<file path="src/rtl/pipelined_shifter_if.sv">
// Operand and result valid/ready channels of pipelined_shifter.
// The master modport is the operand source and result sink; the slave modport is the shifter.
interface pipelined_shifter_if #(
    parameter int BITS = 32
);
    localparam int SHW = $clog2(BITS);

    logic            in_valid;
    logic            in_ready;
    logic [BITS-1:0] in_data;
    logic [SHW-1:0]  in_shamt;
    logic [2:0]      in_op;

    logic            out_valid;
    logic            out_ready;
    logic [BITS-1:0] out_data;
    logic            out_zero;

    modport master (
        output in_valid, in_data, in_shamt, in_op, out_ready,
        input  in_ready, out_valid, out_data, out_zero
    );

    modport slave (
        input  in_valid, in_data, in_shamt, in_op, out_ready,
        output in_ready, out_valid, out_data, out_zero
    );
endinterface

</file>
<file path="src/rtl/pipelined_shifter.sv">
// Pipelined logarithmic barrel shifter (SLL/SRL/SRA/ROL/ROR) with a global-stall
// valid/ready pipeline; level k is computed in stage floor(k*STAGES/L).
module pipelined_shifter #(
    parameter int BITS   = 32,
    parameter int STAGES = 2
) (
    input  logic               clk,
    input  logic               rst_n,
    pipelined_shifter_if.slave bus
);
    localparam int L = $clog2(BITS);

    if (BITS < 4 || (BITS & (BITS - 1)) != 0 || STAGES < 1 || STAGES > L) begin : g_bad_params
        $error("pipelined_shifter: BITS must be a power of two >= 4 and 1 <= STAGES <= log2(BITS)");
    end

    typedef enum logic [2:0] {
        OP_SLL = 3'b000,
        OP_SRL = 3'b001,
        OP_SRA = 3'b010,
        OP_ROL = 3'b011,
        OP_ROR = 3'b100
    } op_e;

    // The sign bit travels with the operand so SRA never re-reads a partial result.
    typedef struct packed {
        logic            valid;
        logic            sign;
        logic [2:0]      op;
        logic [L-1:0]    shamt;
        logic [BITS-1:0] data;
    } stage_t;

    stage_t stage_q [STAGES];
    stage_t stage_d [STAGES];
    logic   advance;

    function automatic logic [BITS-1:0] shift_level(
        input logic [BITS-1:0] x,
        input logic [2:0]      op,
        input logic            sign,
        input int              k
    );
        logic [BITS-1:0] ones;
        int              n;
        n    = 1 << k;
        ones = '1;
        case (op)
            OP_SLL:  shift_level = x << n;
            OP_SRL:  shift_level = x >> n;
            OP_SRA:  shift_level = (x >> n) | ({BITS{sign}} & ~(ones >> n));
            OP_ROL:  shift_level = (x << n) | (x >> (BITS - n));
            OP_ROR:  shift_level = (x >> n) | (x << (BITS - n));
            default: shift_level = x;
        endcase
    endfunction

    assign advance       = !stage_q[STAGES-1].valid || bus.out_ready;
    assign bus.in_ready  = advance;
    assign bus.out_valid = stage_q[STAGES-1].valid;
    assign bus.out_data  = stage_q[STAGES-1].data;
    assign bus.out_zero  = (stage_q[STAGES-1].data == '0);

    always_comb begin
        stage_t src;
        int     prev;
        // NOTE: every variable gets a value before any branch so no latch is inferred.
        src  = '0;
        prev = 0;
        for (int s = 0; s < STAGES; s++) begin
            prev = (s > 0) ? s - 1 : 0;
            if (s == 0) begin
                src.valid = bus.in_valid;
                src.sign  = bus.in_data[BITS-1];
                src.op    = bus.in_op;
                src.shamt = bus.in_shamt;
                src.data  = bus.in_data;
            end else begin
                src = stage_q[prev];
            end
            for (int k = 0; k < L; k++) begin
                if ((k * STAGES) / L == s && src.shamt[k]) begin
                    src.data = shift_level(src.data, src.op, src.sign, k);
                end
            end
            stage_d[s] = src;
        end
    end

    // A low in_valid while advancing loads a bubble into stage 0.
    always_ff @(posedge clk or negedge rst_n) begin
        if (!rst_n) begin
            for (int s = 0; s < STAGES; s++) begin
                stage_q[s] <= '0;
            end
        end else if (advance) begin
            for (int s = 0; s < STAGES; s++) begin
                // NOTE: non-blocking so every stage samples its predecessor's pre-edge value.
                stage_q[s] <= stage_d[s];
            end
        end
    end
endmodule

</file>
<file path="src/flat_wrapper.sv">
// flat-port wrapper written by rule: the top's interface ports become plain ports
module pipelined_shifter_flat 
#(
    parameter int BITS   = 32,
    parameter int STAGES = 2
)
  (clk, rst_n, bus_in_valid, bus_in_data, bus_in_shamt, bus_in_op, bus_out_ready, bus_in_ready, bus_out_valid, bus_out_data, bus_out_zero);
  pipelined_shifter_if #(.BITS(BITS)) bus_i ();
  input  logic clk;
  input  logic rst_n;
  input wire logic [$bits(bus_i.in_valid)-1:0] bus_in_valid;
  input wire logic [$bits(bus_i.in_data)-1:0] bus_in_data;
  input wire logic [$bits(bus_i.in_shamt)-1:0] bus_in_shamt;
  input wire logic [$bits(bus_i.in_op)-1:0] bus_in_op;
  input wire logic [$bits(bus_i.out_ready)-1:0] bus_out_ready;
  output wire logic [$bits(bus_i.in_ready)-1:0] bus_in_ready;
  output wire logic [$bits(bus_i.out_valid)-1:0] bus_out_valid;
  output wire logic [$bits(bus_i.out_data)-1:0] bus_out_data;
  output wire logic [$bits(bus_i.out_zero)-1:0] bus_out_zero;
  assign bus_i.in_valid = bus_in_valid;
  assign bus_i.in_data = bus_in_data;
  assign bus_i.in_shamt = bus_in_shamt;
  assign bus_i.in_op = bus_in_op;
  assign bus_i.out_ready = bus_out_ready;
  assign bus_in_ready = bus_i.in_ready;
  assign bus_out_valid = bus_i.out_valid;
  assign bus_out_data = bus_i.out_data;
  assign bus_out_zero = bus_i.out_zero;
  pipelined_shifter #(.BITS(BITS), .STAGES(STAGES)) u_core (.clk(clk), .rst_n(rst_n), .bus(bus_i));
endmodule
</file>
<file path="config.mk">
export PLATFORM = sky130hd
export DESIGN_NAME = pipelined_shifter_flat
export DESIGN_NICKNAME = d
export VERILOG_FILES = /design/src/rtl/pipelined_shifter_if.sv /design/src/rtl/pipelined_shifter.sv /design/src/flat_wrapper.sv
export SDC_FILE = /design/constraint.sdc
export NUM_CORES = 1
export LEC_CHECK = 0
export CAP_MARGIN = 30
export CORE_ASPECT_RATIO = 2
export CORE_MARGIN = 4
export CORE_UTILIZATION = 40
export DETAILED_ROUTE_END_ITERATION = 10
export SETUP_SLACK_MARGIN = 0.1
export SLEW_MARGIN = 10
export SYNTH_ARGS = -nofsm -noshare
export SYNTH_HDL_FRONTEND = slang
export SYNTH_SLANG_ARGS = --single-unit
</file>
<file path="constraint.sdc">
create_clock -name clk -period 2.2 [get_ports clk]
set_clock_uncertainty 0.05 [all_clocks]
set_input_delay 0.22 -clock clk [delete_from_list [all_inputs] [get_ports clk]]
set_output_delay 0.22 -clock clk [all_outputs]
set_load 0.01 [all_outputs]
</file>
Yosys cells after proc, flatten, opt, wreduce, memory -nomap -nowiden
Cells that the tools add are included.
{ "totals": {"ff_bits": 75, "in_bits": 44, "out_inout_bits": 35, "elab_cells": 45} }
{ "op_classes": {"n_eq_ne": 8, "n_mux": 10, "bitwise_logic": 14, "reduce_logical": 6} }
{ "ops": {"columns": ["cell", "n"], "rows": [
  ["$pmux 32 s5", 4],
  ["$mux 32", 5],
  ["$pmux 32 s4", 1],
  ["$or 24x32->32", 2],
  ["$or 28x32->32", 2],
  ["$or 30x32->32", 2],
  ["$or 31x32->32", 2],
  ["$logic_not 32->1", 1],
  ["$or 16x32->32", 1],
  ["$or 32x1->32", 1],
  ["$or 32x16->32", 1],
  ["$or 32x2->32", 1],
  ["$or 32x4->32", 1],
  ["$or 32x8->32", 1],
  ["$eq 3x2->1 const B", 4],
  ["$eq 3x1->1 const B", 2],
  ["$eq 3x3->1 const B", 2],
  ["$logic_not 3->1", 2],
  ["$reduce_or 2->1", 1],
  ["$logic_not 1->1", 1],
  ["$logic_or 1x1->1", 1]
]} }

Longest topological paths before layout
{ "logic_depth": {"word_depth": 9, "mapped_depth": 11, "depth_no_buf": 7} }

Worst setup path after synthesis
No wires, ideal clock.
{ "synth_timing": {"path_type": "input port to flip-flop", "start": "input bus_in_op[1]", "end": "register u_core.stage_q[59] in the netlist's numbering", "setup_time_ns": 0.120, "arrival_ns": 2.050, "setup_slack_ns": -0.020, "stages": 7, "path_buffers": 1, "cell_sequence": "buf_6 > xnor2_4 > mux2_4 > a222oi_1 > nand2_1 > a311o_1 > o211a_1"} }
{ "synth_via": {"elab_chain_len": 9, "elab_cells_between_ends": 17, "cone_classes": "4 x eq/ne; 6 x mux; 6 x bitwise; 1 x reduce/logical"} }
{ "synth_lines": {"columns": ["item", "line", "source"], "rows": [
  ["start, declared", "flat_wrapper.sv:14", "input wire logic [$bits(bus_i.in_op)-1:0] bus_in_op;"],
  ["$eq 3x3->1 (tied with other cells)", "pipelined_shifter.sv:48", "case (op)"],
  ["$pmux 32 s5", "pipelined_shifter.sv:48", null],
  ["$mux 32", "pipelined_shifter.sv:82", "if ((k * STAGES) / L == s && src.shamt[k]) begin"],
  ["$or 30x32->32 (tied with other cells)", "pipelined_shifter.sv:53", "OP_ROR: shift_level = (x >> n) | (x << (BITS - n));"],
  ["$pmux 32 s5", "pipelined_shifter.sv:48", null],
  ["$mux 32", "pipelined_shifter.sv:82", null],
  ["$or 28x32->32 (tied with other cells)", "pipelined_shifter.sv:53", null],
  ["$pmux 32 s5", "pipelined_shifter.sv:48", null],
  ["$mux 32 (*)", "pipelined_shifter.sv:82", null],
  ["end signal, assigned by index", "pipelined_shifter.sv:99", "stage_q[s] <= stage_d[s];"],
  ["end, declared", "pipelined_shifter.sv:34", "stage_t stage_q [STAGES];"]
]} }
Every way passes the cells marked *; elsewhere a longest branch is shown, timed or not.
A chain may end at the register's enable or synchronous reset.

Final worst setup path
{ "layout_timing": {"start": "input bus_in_op[1]", "end": "register u_core.stage_q[62] in the netlist's numbering"} }
The elaborated chain is that of the path after synthesis.

==> summary.md <==
| Metric | Value |
|---|---|
| Outcome | `finished, final reports clean` |
| Worst EP arrival | `2.33 ns` |
| Vias in the first global route | `9754` |
| Sequential fraction of the synthesis area | `24.5%` |
| Crit start category | `primary input` |
| Post-route cell area | `11500 sq um` |
| Drt total wl | `36200 um` |
| Layout Utilization | `63.8%` |
| Comb power frac | `52.4%` |
| CP Capture Type | `flip-flop` |
| Vias per cell | `6.39` |
| Initial antenna violation count | `0` |
| CTS H-tree lvls | `3` |
| Synthesized area | `7360 sq um` |
| GRT overflow | `0` |
| Commonest non-fill, non-tap cell in the layout | `buf_4` |
| Global-route wire length before repair | `54500 um` |
| Switching pwr | `0.00325 W` |
| CP Cell Sequence | `buf_6 -> buf_6 -> buf_6 -> xnor2_4 -> buf_12 -> buf_6 -> mux2_4 -> a221o_1 -> buf_4 -> o211ai_1 -> a31oi_1` |
| Routed wire length per instance | `23.9 um` |
| Hold Path Class | `primary input to flip-flop` |
| Max-cap violations | `0` |
| Area delta synth->final | `55.8%` |
| Sw frac | `39.9%` |
| Max FO, Critical Path | `7` |
| Worst-path clk slew | `0.06 ns` |
| Rel. slew slack | `58.7%` |
| Nets | `1338` |
| Commonest cells after routing, fill and taps aside | `buf_4 (265), nor2_1 (151), nand2_1 (94)` |
| WS Path Type | `primary input to flip-flop` |
| Min Clock Period, post-route | `2.17 ns` |
| Critical-path top delay cell | `a221o_1` |
| WP data required | `2.36 ns` |
| Syn_nets | `1074` |
| Crit path top cell by count | `buf_6` |
| Clock Path Buffers | `2` |
| Skew-Pair Late Insertion Delay | `0.34 ns` |
| Clk sinks | `72` |
| Antenna-violating nets left | `0` |
| DP HPWL | `28000 um` |
| Iteration-0 DRC Markers | `745` |
| Via count | `9668` |
| Cell Rows | `69` |
| Library cells used by synthesis | `76` |
| Final GP Congestion | `1.02` |
| RSZ-0062 raised after global routing | `yes` |
| Post-Syn Area per Cell | `7.14 sq um` |
| Tot GR Track Use | `33.8%` |
| # diodes | `0` |
| Max-slew violation count | `0` |
| Final hold violation count | `0` |
| Final number of setup-violating endpoints | `0` |
| Post-synth EDFFs | `0` |
| Largest net degree at the start of global routing | `73` |
| Least-Margin Pin Slew | `0.616 ns` |
| Die H | `200 um` |
| Internal | `0.00490 W` |
| PwrDens | `711 nW/um^2` |
| CTS Buf Count | `9` |
| Clk pwr share | `21.2%` |
| Fmax | `460 MHz` |
| Period utilization | `98.8%` |
| Die ar. | `20800 sq um` |
| Static leakage | `4.80 nW` |
| Sequential share of power | `26.4%` |
| Initial Util | `41.0%` |
| Yosys Warn Count | `0` |
| Yosys reg bits | `72` |
| Core area | `18000 sq um` |
| Die X | `104 um` |
| Number of remaining DRC errors | `0` |
| Fin Hold WS | `0.355 ns` |
| TritonRoute pass-1 iters | `7` |
| Dpl ws | `-0.911 ns` |
| Layout cell share with drive strength beyond 1 | `35.5%` |
| Ys flop type | `dfrtp_1` |
| Tot Pwr | `0.00815 W` |
| CTS tree | `built` |
| Critical Path Max Stage Delay | `0.42 ns` |
| Mapped Cells | `1030` |
| CTS Root Cell | `clkbuf_16` |
| Final setup margin | `0.0270 ns` |
| Fraction of registers with async set/reset | `100%` |
| Port bufs | `78` |
| Worst VDD drop | `433 uV` |
| Placed Area | `10000 sq um` |
| I/O pins | `79` |
through the flow:
step	TNS, ns	instances
detailed placement	-19.50	1462
floorplan	0	1030
global placement	-18.99	1462
CTS	0	1499
global route	-0.171	1512
finish	0	1512
metal layers:
| layer | vias to the layer above | track usage (%) | share of wire, % |
|---|---|---|---|
| met4 | 0 | 33.0 | 12 |
| met2 | 546 | 63.2 | 51 |
| li1 | 4370 | - | - |
| met1 | 4535 | 30.8 | 32 |
| met5 | - | 0 | 0 |
| met3 | 217 | 4.41 | 5.2 |
kinds of logic (layout without fill, tap and decap cells):
kind of cell               count (synthesis)  after routing  synth area share [%]
AOI/OAI and AO/OA                        410            410                  37.6
and+or+nand+nor                          367            367                  22.1
buffers and inverters                    141            410                  9.71
DFF                                       72             72                  24.5
muxes                                     36             36                  5.10
xor gates and xnor gates                   3              3                 0.868
adders and majority gates                  1              1                 0.136
worst max-delay path, delay by kind of cell:
| kind | cells | cell delay (ns) |
|---|---|---|
| mux | 1 | 0.28 |
| buf+inv | 6 | 0.74 |
| xor+xnor | 1 | 0.20 |
| compound gates | 3 | 0.88 |
area by class of cell:
type	count	area (sq um)
Clock inverter	6	115
Tap cell	213	267
Inverter	9	33.8
Multi-Input combinational cell	817	5550
Clock buffer	10	239
Fill cell	1632	6490
Timing Repair Buffer	385	3460
Sequential cell	72	1800
path summary, 6_finish.rpt:
kind | start | end | slack [ns] | cells after the start
max reg2reg | u_core.stage_d[37] | u_core.bus.out_data[3] | 0.04 | 9
max | bus_in_op[1] | u_core.stage_q[62] | 0.03 | 11
min | bus_in_shamt[3] | u_core.stage_d[35] | 0.35 | 3
max in group asynchronous | rst_n | u_core.bus.out_data[3] | 1.39 | 3
min reg2reg | u_core.stage_d[41] | u_core.stage_d[41] | 0.42 | 2
min in group asynchronous | rst_n | u_core.stage_q[71] | 0.36 | 3
cell usage after synthesis, drive strengths merged, types with 4 or more instances:
cell type | instances | share of area (%)
a211o | 4 | 0.48
a211oi | 19 | 1.9
a21oi | 106 | 7.3
a221o | 5 | 0.68
a221oi | 44 | 5.2
a22oi | 15 | 1.5
a311oi | 12 | 1.4
a31oi | 13 | 1.1
and2 | 8 | 0.68
buf | 65 | 5.8
clkbuf | 67 | 3.4
dfrtp | 72 | 24
inv | 9 | 0.46
mux2 | 9 | 1.4
mux2i | 27 | 3.7
nand2 | 94 | 4.8
nand2b | 4 | 0.34
nand3 | 17 | 1.2
nand4 | 5 | 0.43
nor2 | 172 | 8.8
nor2b | 9 | 0.77
nor3 | 23 | 1.6
nor3b | 5 | 0.66
nor4 | 9 | 0.77
o211a | 10 | 1.4
o211ai | 12 | 1.2
o21a | 8 | 0.82
o21ai | 78 | 5.4
o221ai | 10 | 1.2
o22ai | 22 | 1.9
o2bb2ai | 4 | 0.48
o31a | 5 | 0.60
o31ai | 15 | 1.5
or2 | 4 | 0.34
or3 | 6 | 0.51
registers in the layout, summed over array words and instances (netlist names):
signal and count:
u_core.bus.out_valid 1, u_core.bus.out_data 32, u_core.stage_q 32, u_core.stage_d 7
power groups by stage:
| stage | sequential [W] | combinational, W | clock, W |
|---|---|---|---|
| 2_1_floorplan | 0.00193 | 0.00201 | 0 |
| 3_3_place_gp | 0.00210 | 0.00361 | 0 |
| 3_5_place_dp | 0.00210 | 0.00363 | 0 |
| 4_1_cts | 0.00210 | 0.00387 | 0.00174 |
| 5_1_grt | 0.00218 | 0.00454 | 0.00180 |
| 6_report | 0.00215 | 0.00427 | 0.00172 |
repair_timing:
action / 4_1_cts / 5_1_grt
cloned: 5 / 1
gates resized for setup: 62 / 111
pin swaps: 28 / 61
endpoints found under the hold margin: 72 / 0
setup buffers: 15 / 13
hold buffers: 1 / 0
endpoints found under the setup margin: 47 / 55
(Power assumes the default switching activity.)
